[src/rtl/shared_reg_arbiter.sv]
// ---------------------------------------------------------------------------
// shared_reg_arbiter
//   Round-robin arbiter and write sequencer for one shared DATA_W-bit storage
//   register that is contended by NUM_REQ requesters. One requester is picked
//   per transaction. Its grant is pulsed for one cycle, its data lane is
//   loaded into the register, and its index is reported as the owner.
//
//   Optional feature macro: SHARED_REG_LOCK_EN
//     Adds a LOCKED state. The current owner keeps exclusive use of the
//     register while it holds its lock bit. When the macro is undefined, the
//     lock input is ignored and arbitration is pure round-robin.
//
// Ports
//   clk      in   1                clock, all logic on posedge
//   reset    in   1                synchronous, active-high
//   req      in   NUM_REQ          per-requester write request (level)
//   wdata    in   NUM_REQ*DATA_W   lane i = wdata[i*DATA_W +: DATA_W]
//   lock     in   NUM_REQ          ownership hold (lock build only)
//   gnt      out  NUM_REQ          one-hot grant, high only in the WRITE cycle
//   q        out  DATA_W           shared register contents
//   q_valid  out  1                set once any write has completed
//   owner    out  $clog2(NUM_REQ)  index of last/current granted requester
// ---------------------------------------------------------------------------
module shared_reg_arbiter #(
  parameter int NUM_REQ = 4,
  parameter int DATA_W  = 8
) (
  input  logic                       clk,
  input  logic                       reset,
  input  logic [NUM_REQ-1:0]         req,
  input  logic [NUM_REQ*DATA_W-1:0]  wdata,
  input  logic [NUM_REQ-1:0]         lock,
  output logic [NUM_REQ-1:0]         gnt,
  output logic [DATA_W-1:0]          q,
  output logic                       q_valid,
  output logic [$clog2(NUM_REQ)-1:0] owner
);

  localparam int OW = $clog2(NUM_REQ);

  typedef enum logic [1:0] {
    ST_IDLE   = 2'd0,
    ST_WRITE  = 2'd1
`ifdef SHARED_REG_LOCK_EN
    ,
    ST_LOCKED = 2'd2
`endif
  } state_t;

  state_t              state_r;
  state_t              next_state_s;
  logic [OW-1:0]       owner_r;
  logic [OW-1:0]       next_owner_s;
  logic [OW-1:0]       rr_ptr_r;
  logic [DATA_W-1:0]   q_r;
  logic                q_valid_r;
  logic [NUM_REQ-1:0]  gnt_r;
  logic [NUM_REQ-1:0]  gnt_next_s;
  logic                load_s;
  logic [DATA_W-1:0]   lane_s [NUM_REQ];

`ifndef SHARED_REG_LOCK_EN
  // The lock input has no function in this build.
  logic unused_lock_s;
  assign unused_lock_s = ^lock;
`endif

  // Round-robin pick: first set request scanning ptr, ptr+1, ... mod NUM_REQ.
  // The sum is one bit wider than OW so it cannot overflow before the wrap.
  function automatic logic [OW-1:0] rr_pick(input logic [NUM_REQ-1:0] r,
                                            input logic [OW-1:0]      ptr);
    logic [OW-1:0] win;
    logic [OW:0]   sum;
    logic          found;
    win   = ptr;
    found = 1'b0;
    for (int i = 0; i < NUM_REQ; i++) begin
      sum = {1'b0, ptr} + (OW+1)'(i);
      if (sum >= (OW+1)'(NUM_REQ)) begin
        sum = sum - (OW+1)'(NUM_REQ);
      end
      if (!found && r[sum[OW-1:0]]) begin
        win   = sum[OW-1:0];
        found = 1'b1;
      end
    end
    return win;
  endfunction

  // Split the packed write-data bus into per-requester lanes.
  for (genvar g = 0; g < NUM_REQ; g++) begin : g_lane
    assign lane_s[g] = wdata[g*DATA_W +: DATA_W];
  end

  // Next-state, next-owner and write-enable decode.
  always_comb begin
    next_state_s = state_r;
    next_owner_s = owner_r;
    load_s       = 1'b0;
    case (state_r)
      ST_IDLE: begin
        if (req != {NUM_REQ{1'b0}}) begin
          next_owner_s = rr_pick(req, rr_ptr_r);
          next_state_s = ST_WRITE;
        end else begin
          next_state_s = ST_IDLE;
        end
      end
      ST_WRITE: begin
        load_s = 1'b1;
`ifdef SHARED_REG_LOCK_EN
        if (lock[owner_r]) begin
          next_state_s = ST_LOCKED;
        end else begin
          next_state_s = ST_IDLE;
        end
`else
        next_state_s = ST_IDLE;
`endif
      end
`ifdef SHARED_REG_LOCK_EN
      ST_LOCKED: begin
        // Only the owner may re-enter WRITE; everyone else waits.
        if (lock[owner_r]) begin
          if (req[owner_r]) begin
            next_state_s = ST_WRITE;
          end else begin
            next_state_s = ST_LOCKED;
          end
        end else begin
          next_state_s = ST_IDLE;
        end
      end
`endif
      default: begin
        next_state_s = ST_IDLE;
      end
    endcase
    // The grant is registered. It is high exactly while the state is WRITE.
    if (next_state_s == ST_WRITE) begin
      gnt_next_s = {{(NUM_REQ-1){1'b0}}, 1'b1} << next_owner_s;
    end else begin
      gnt_next_s = {NUM_REQ{1'b0}};
    end
  end

  // State, owner, pointer, grant and shared-register update.
  always_ff @(posedge clk) begin
    if (reset) begin
      state_r   <= ST_IDLE;
      owner_r   <= {OW{1'b0}};
      rr_ptr_r  <= {OW{1'b0}};
      q_r       <= {DATA_W{1'b0}};
      q_valid_r <= 1'b0;
      gnt_r     <= {NUM_REQ{1'b0}};
    end else begin
      state_r <= next_state_s;
      owner_r <= next_owner_s;
      gnt_r   <= gnt_next_s;
      if (load_s) begin
        q_r       <= lane_s[owner_r];
        q_valid_r <= 1'b1;
        rr_ptr_r  <= (owner_r == OW'(NUM_REQ-1)) ? {OW{1'b0}} : owner_r + OW'(1);
      end
    end
  end

  assign gnt     = gnt_r;
  assign q       = q_r;
  assign q_valid = q_valid_r;
  assign owner   = owner_r;

endmodule
[config.mk]
export PLATFORM = sky130hd
export DESIGN_NAME = shared_reg_arbiter
export DESIGN_NICKNAME = d
export VERILOG_FILES = /design/src/rtl/shared_reg_arbiter.sv
export SDC_FILE = /design/constraint.sdc
export NUM_CORES = 1
export LEC_CHECK = 0
export BUFFER_PORTS_ARGS = -buffer_cell sky130_fd_sc_hd__buf_2
export CAP_MARGIN = 20
export CELL_PAD_IN_SITES_DETAIL_PLACEMENT = 1
export CELL_PAD_IN_SITES_GLOBAL_PLACEMENT = 1
export CORE_AREA = 5 5 60 62
export CTS_CLUSTER_SIZE = 40
export DETAILED_ROUTE_END_ITERATION = 16
export DIE_AREA = 0 0 65 67
export PLACE_DENSITY_LB_ADDON = 0.1
export SKIP_LAST_GASP = 1
export SLEW_MARGIN = 20
export SYNTH_ARGS = -nofsm -noshare
export SYNTH_HDL_FRONTEND = slang
export SYNTH_SLANG_ARGS = --single-unit
[constraint.sdc]
create_clock -name clk -period 3.35 [get_ports clk]
set_input_delay 0.1675 -clock clk [delete_from_list [all_inputs] [get_ports clk]]
set_output_delay 0.1675 -clock clk [all_outputs]
set_load 0.005 [all_outputs]
==> results of run 1 <==
kinds of logic (layout without fill, tap and decap cells):
| family | Yosys count | after routing | share of synthesized area (%) |
|---|---|---|---|
| AO/OA/AOI/OAI | 12 | 12 | 8.80 |
| adder cells (fa/ha/maj) | 1 | 1 | 1.38 |
| AND/OR/NAND/NOR | 26 | 26 | 15.0 |
| flip-flops | 18 | 18 | 39.6 |
| multiplexers | 18 | 18 | 30.8 |
| buffers and inverters | 8 | 60 | 4.40 |
worst min path at each step:
| stage | from | endpoint | cells past startpoint |
|---|---|---|---|
| 4_1_cts | reset | q_valid$_SDFFE_PP0P_ | 2 |
| 6_report | reset | q_valid$_SDFFE_PP0P_ | 2 |
| 3_3_place_gp | q_valid$_SDFFE_PP0P_ | q_valid$_SDFFE_PP0P_ | 2 |
| 2_1_floorplan | reset | q[6]$_SDFFE_PP0P_ | 1 |
| 3_5_place_dp | q_valid$_SDFFE_PP0P_ | q_valid$_SDFFE_PP0P_ | 2 |
| 5_1_grt | reset | q[6]$_SDFFE_PP0P_ | 2 |
cell usage in the layout (no fill, tap or decap), types with 2 or more instances in the layout:
| master | netlist | routed |
|---|---|---|
| sky130_fd_sc_hd__buf_2 | 1 | 52 |
| sky130_fd_sc_hd__dfxtp_1 | 18 | 18 |
| sky130_fd_sc_hd__nor2_1 | 14 | 14 |
| sky130_fd_sc_hd__mux2i_1 | 10 | 10 |
| sky130_fd_sc_hd__mux4_2 | 8 | 8 |
| sky130_fd_sc_hd__a21oi_1 | 5 | 5 |
| sky130_fd_sc_hd__inv_1 | 3 | 3 |
| sky130_fd_sc_hd__clkbuf_4 | 0 | 3 |
| sky130_fd_sc_hd__o22a_1 | 2 | 2 |
| sky130_fd_sc_hd__o22ai_1 | 2 | 2 |
| sky130_fd_sc_hd__o21ai_0 | 2 | 2 |
| sky130_fd_sc_hd__nand2_1 | 2 | 2 |
| sky130_fd_sc_hd__nor2b_1 | 2 | 2 |
| sky130_fd_sc_hd__and3_1 | 2 | 2 |
flip-flops by register name (all words and copies together) (netlist names):
name / cells
q: 8
owner: 2
rr_ptr_r: 2
gnt: 4
state_r: 1
q_valid: 1
metal layers:
layer	GRT usage, %	part of all wire [%]	vias to the layer above
met5	0	0	-
met4	3.96	0.89	0
met3	5.23	9.2	2
met2	22.0	52	28
met1	12.1	38	395
li1	-	-	408
layout make-up:
type                       instances  area (sq um)
inverter                           4          15.0
tap                               33          41.3
multi-input combinational         57           509
clock buffer                       4          36.3
timing repair buffer              52           260
sequential                        18           360
fill                             357          1760
metrics by stage:
step                worst slack (ns)  util, %
global route                    1.48     41.1
global placement                1.67     39.8
detailed placement              1.59     39.8
finish                          1.64     41.1
floorplan                       2.03        -
CTS                             1.56     41.1
synthesized netlist by cell type:
cell type / instances / area [sq um]
sky130_fd_sc_hd__nand2_1: 2 / 7.51
sky130_fd_sc_hd__dfxtp_1: 18 / 360
sky130_fd_sc_hd__nor3b_2: 1 / 12.5
sky130_fd_sc_hd__clkbuf_2: 1 / 5.00
sky130_fd_sc_hd__a21oi_1: 5 / 25.0
sky130_fd_sc_hd__inv_2: 1 / 3.75
sky130_fd_sc_hd__o22ai_1: 2 / 12.5
sky130_fd_sc_hd__ha_1: 1 / 12.5
sky130_fd_sc_hd__o221ai_2: 1 / 15.0
sky130_fd_sc_hd__nor2b_1: 2 / 12.5
sky130_fd_sc_hd__o22a_1: 2 / 17.5
sky130_fd_sc_hd__nor2_2: 1 / 6.26
sky130_fd_sc_hd__nor3_2: 1 / 10.0
sky130_fd_sc_hd__nor2_1: 14 / 52.6
sky130_fd_sc_hd__and3_1: 2 / 12.5
sky130_fd_sc_hd__buf_6: 1 / 11.3
sky130_fd_sc_hd__inv_1: 3 / 11.3
sky130_fd_sc_hd__nor4_1: 1 / 6.26
sky130_fd_sc_hd__o21ai_0: 2 / 10.0
sky130_fd_sc_hd__nor3_1: 1 / 5.00
sky130_fd_sc_hd__clkbuf_1: 1 / 3.75
sky130_fd_sc_hd__buf_2: 1 / 5.00
sky130_fd_sc_hd__nand2_4: 1 / 11.3
sky130_fd_sc_hd__mux2i_1: 10 / 100
sky130_fd_sc_hd__mux4_2: 8 / 180
report_power, final:
group / switching, mW / internal, mW / leakage [nW]
clock network: 0.0643 / 0.0661 / 0.0210
logic: 0.0438 / 0.0695 / 0.410
registers: 0.0253 / 0.232 / 0.148
total: 0.133 / 0.367 / 0.579
worst reg2reg max path, stage by stage (launching register included):
cell	delay, ns
sky130_fd_sc_hd__dfxtp_1	0.78
sky130_fd_sc_hd__mux4_2	0.60
sky130_fd_sc_hd__mux2i_1	0.17
sky130_fd_sc_hd__nor2_1	0.06
==> flow_metrics.tcl, run 1 <==
set metrics [dict create \
    timing_hold_violations_final 0 \
    fp.dieArea_sq_um 4360 \
    post_synth_inst_count 83 \
    synth_warnings 0 \
    viasPerCell 4.96 \
    crit_buf_inv 0 \
    cts_hold_buffers 0 \
    regToRegStartpoint "owner[0]$_SDFF_PP0_" \
    detailed_place_hpwl_mm 2.00 \
    final_clock_skew_ns 0.00128 \
    postSynthRegisterBits 18 \
    ioPinCount 57 \
    relSlewSlack_pct 54.1 \
    worst-slew-pin-transition_ns 0.688 \
    clk_transition_reported_paths_ns 0.10 \
    fin_hold_ws_ns 0.200 \
    post_cts.repair.setup_buffers 0 \
    critical_path.top_delay_family "flip-flops" \
    setup_viol_count_final 0 \
    critPathKind "reg2reg" \
    cp-end-kind "flip-flop" \
    critical_path.startpoint "owner[0]$_SDFF_PP0_" \
    starting_drc_count_in_detailed_routing 12 \
    tritoncts "done" \
    placement.cell_area_sq_um 1190 \
    synth.avg_cell_area_sq_um 11.0 \
    netlist_area_sq_um 910 \
    fmax_ghz 0.584 \
    htree_levels 1 \
    critical_path_depth_in_cells 3 \
    grt_max_degree 13 \
    max-cap-violations 0 \
    finish.instance_area_sq_um 1220 \
    worst_ep_required_time_ns 3.53 \
    synthToLayoutAreaGrowth_pct 34.4 \
    timing.critical_path.fanout_max 12 \
    status "finished, final reports clean" \
    fin_tns_setup_ns 0 \
    grt_pass1_wl_mm 3.89 \
    power_mw 0.501 \
    placeable_area_sq_um 2980 \
    grt_setup_unrepaired "false" \
    antenna_violating_nets_post_route 0 \
    cts.root.buffer_cell "sky130_fd_sc_hd__clkbuf_4" \
    first_global_vias 880 \
    synth.lib_cells_used.distinct 25 \
    gp_congestion 0.652 \
    cp_data_arrival_time_ns 1.89 \
    drive_above_1_share_pct 51.9 \
    cts_made_buffers 3 \
    antenna_found_initial 0 \
    report.final.slew_viol_count 0 \
    n_diodes 0 \
    ordered_cell_list_for_the_critical_path "mux4_2, mux2i_1, nor2_1" \
    peakVddDrop_mv 0.302 \
    grt_overflow_total 0 \
    min_period_ns 1.71 \
    later_pin_clock_latency_in_the_skew_report_ns 0.28 \
    vias 833 \
    period_share_pct 51.1 \
    chipWidth_um 65 \
    clock_sink_count 18 \
    synth_seq_area_share_pct 39.6 \
    leakagePower_nw 0.579 \
    setup.worst_path.start_class "flip-flop" \
    r2r_end "q[1]$_SDFFE_PP0P_" \
    remaining_drc_errors 0 \
    cts_repair_resize_count 0 \
    gr-usage-all-layers_pct 12.0 \
    die_y_um 67 \
    setup.worst_path.end "q[1]$_SDFFE_PP0P_" \
    crit_path_max_cell_delay_ns 0.78 \
    cell_rows 20 \
    number_of_nets_in_the_final_layout 179 \
    reg2reg_slack_ns 1.64 \
    port_buffers 52 \
    drt-pass1-iter-count 4 \
    hold_class "in2reg" \
    routed_wire_length_per_instance_um 14.8 \
    synth_fp_nets 126 \
    power_density_nw_per_um2 410 \
    reg2reg_depth 3 \
    crit_slowest_cell "sky130_fd_sc_hd__dfxtp_1" \
    finish.cell_count_without_fillers 168 \
    start_util_pct 30.5 \
    wl_mm 2.48 \
    numPlacedInstances 164 \
    clock_tree.buffer_depth 2 \
]
(Power assumes the default switching activity.)
==> run 2: changes to the inputs <==
- CORE_AREA: 5 5 60 62 -> 5 5 65 67
- DIE_AREA: 0 0 65 67 -> 0 0 70 72
- clock period: 3.35 -> 1.44 ns (I/O delays scaled with it)
==> flow_metrics.tcl, run 2 (synthesized netlist as in run 1, its figures left out) <==
set metrics [dict create \
    drive_above_1_share_pct 53.9 \
    starting_drc_count_in_detailed_routing 18 \
    crit_path_max_cell_delay_ns 0.51 \
    relSlewSlack_pct 77.0 \
    gr-usage-all-layers_pct 10.4 \
    clock_sink_count 18 \
    status "finished, final reports clean" \
    fin_tns_setup_ns 0 \
    cts_repair_resize_count 0 \
    remaining_drc_errors 0 \
    tritoncts "done" \
    wl_mm 2.59 \
    timing_hold_violations_final 0 \
    peakVddDrop_mv 0.287 \
    cp-end-kind "flip-flop" \
    htree_levels 1 \
    power_density_nw_per_um2 897 \
    ioPinCount 57 \
    crit_slowest_cell "sky130_fd_sc_hd__mux4_2" \
    layout.cells.most_common_list "52 x sky130_fd_sc_hd__buf_2, 18 x sky130_fd_sc_hd__dfxtp_1, 14 x sky130_fd_sc_hd__nor2_1, 10 x sky130_fd_sc_hd__mux2i_1, 8 x sky130_fd_sc_hd__mux4_2" \
    finish.instance_area_sq_um 1280 \
    min_period_ns 1.33 \
    antenna_found_initial 0 \
    vias 868 \
    clk_transition_reported_paths_ns 0.11 \
    setup.worst_path.start_class "flip-flop" \
    port_buffers 52 \
    layout.cells.most_common "sky130_fd_sc_hd__buf_2" \
    cts.root.buffer_cell "sky130_fd_sc_hd__clkbuf_4" \
    cell_rows 22 \
    first_global_vias 857 \
    period_share_pct 92.4 \
    global_route.usage.met2_pct 16.7 \
    antenna_violating_nets_post_route 0 \
    grt.met1_usage_pct 12.4 \
    ordered_cell_list_for_the_critical_path "buf_4, mux4_2, mux2i_1, nor2_1" \
    placeable_area_sq_um 3580 \
    cts_hold_buffers 0 \
    critical_path.top_delay_family "multiplexers" \
    grt_overflow_total 0 \
    grt_pass1_wl_mm 4.08 \
    critPathKind "reg2reg" \
    max-cap-violations 0 \
    grt_setup_unrepaired "false" \
    placement.cell_area_sq_um 1260 \
    cts_made_buffers 3 \
    cp_data_arrival_time_ns 1.53 \
    report.final.slew_viol_count 0 \
    gp_congestion 0.754 \
    grt_max_degree 13 \
    largest_register_ffs 8 \
    routed_wire_length_per_instance_um 13.7 \
    worst_ep_required_time_ns 1.63 \
    chipWidth_um 70 \
    leakagePower_nw 0.608 \
    viasPerCell 4.59 \
    number_of_nets_in_the_final_layout 186 \
    drt-pass1-iter-count 4 \
    start_util_pct 25.4 \
    detailed_place_hpwl_mm 2.10 \
    globalRoute.busiestLayer "met2" \
    hold_class "in2reg" \
    setup_viol_count_final 0 \
    later_pin_clock_latency_in_the_skew_report_ns 0.30 \
    n_diodes 0 \
    post_cts.repair.setup_buffers 0 \
    fmax_ghz 0.751 \
    power_mw 1.15 \
    critical_path.startpoint "owner[0]$_SDFF_PP0_" \
    clock_tree.buffer_depth 2 \
    fp.dieArea_sq_um 5040 \
    synthToLayoutAreaGrowth_pct 40.7 \
    die_y_um 72 \
    timing.critical_path.fanout_max 5 \
    regToRegStartpoint "owner[0]$_SDFF_PP0_" \
    final_clock_skew_ns 0.00589 \
    worst-slew-pin-transition_ns 0.342 \
    grtUsageMet3_pct 3.05 \
    crit_buf_inv 1 \
    min-delay-start "reset" \
]
==> run 2: path summary, 6_finish.rpt <==
kind,slack [ns],depth (start not counted),to
worst min-delay path,0.10,2,q[6]$_SDFFE_PP0P_
worst max-delay path,0.11,4,q[5]$_SDFFE_PP0P_
worst max register to register,0.11,4,q[5]$_SDFFE_PP0P_
worst min register to register,0.48,2,q_valid$_SDFFE_PP0P_
==> run 2: power breakdown <==
part / internal (mW) / switching (mW)
registers: 0.539 / 0.0241
logic: 0.183 / 0.142
clock network: 0.0975 / 0.162
total: 0.820 / 0.328
==> run 2: final cells by class <==
type / instances / area (sq um)
clock buffers: 3 / 22.5
fillers: 453 / 2300
inverters: 4 / 15.0
multi-input cells: 57 / 509
flip-flops and latches: 18 / 360
well taps: 48 / 60.1
repair buffers: 59 / 313
==> run 2: worst register-to-register path: cells and delay by family (launching register included) <==
family,cells,cell delay [ns]
DFF,1,0.35
buffers and inverters,1,0.17
and+or+nand+nor,1,0.06
muxes,2,0.66
==> run 2: stage by stage <==
step / worst slack [ns] / cells / util [%] / hold slack, ns
2_1_floorplan: 0.118 / 83 / - / 0.144
3_3_place_gp: 0.131 / 186 / 35.1 / 0.414
3_5_place_dp: 0.0925 / 186 / 35.1 / 0.422
4_1_cts: 0.0792 / 189 / 35.8 / 0.102
5_1_grt: 0.0255 / 189 / 35.8 / 0.113
6_report: 0.109 / 189 / 35.8 / 0.103
==> run 2: routing by layer <==
metal	vias up	wire length, um
li1	420	-
met1	413	1120
met2	31	1250
met3	4	171
met4	0	44
met5	-	0
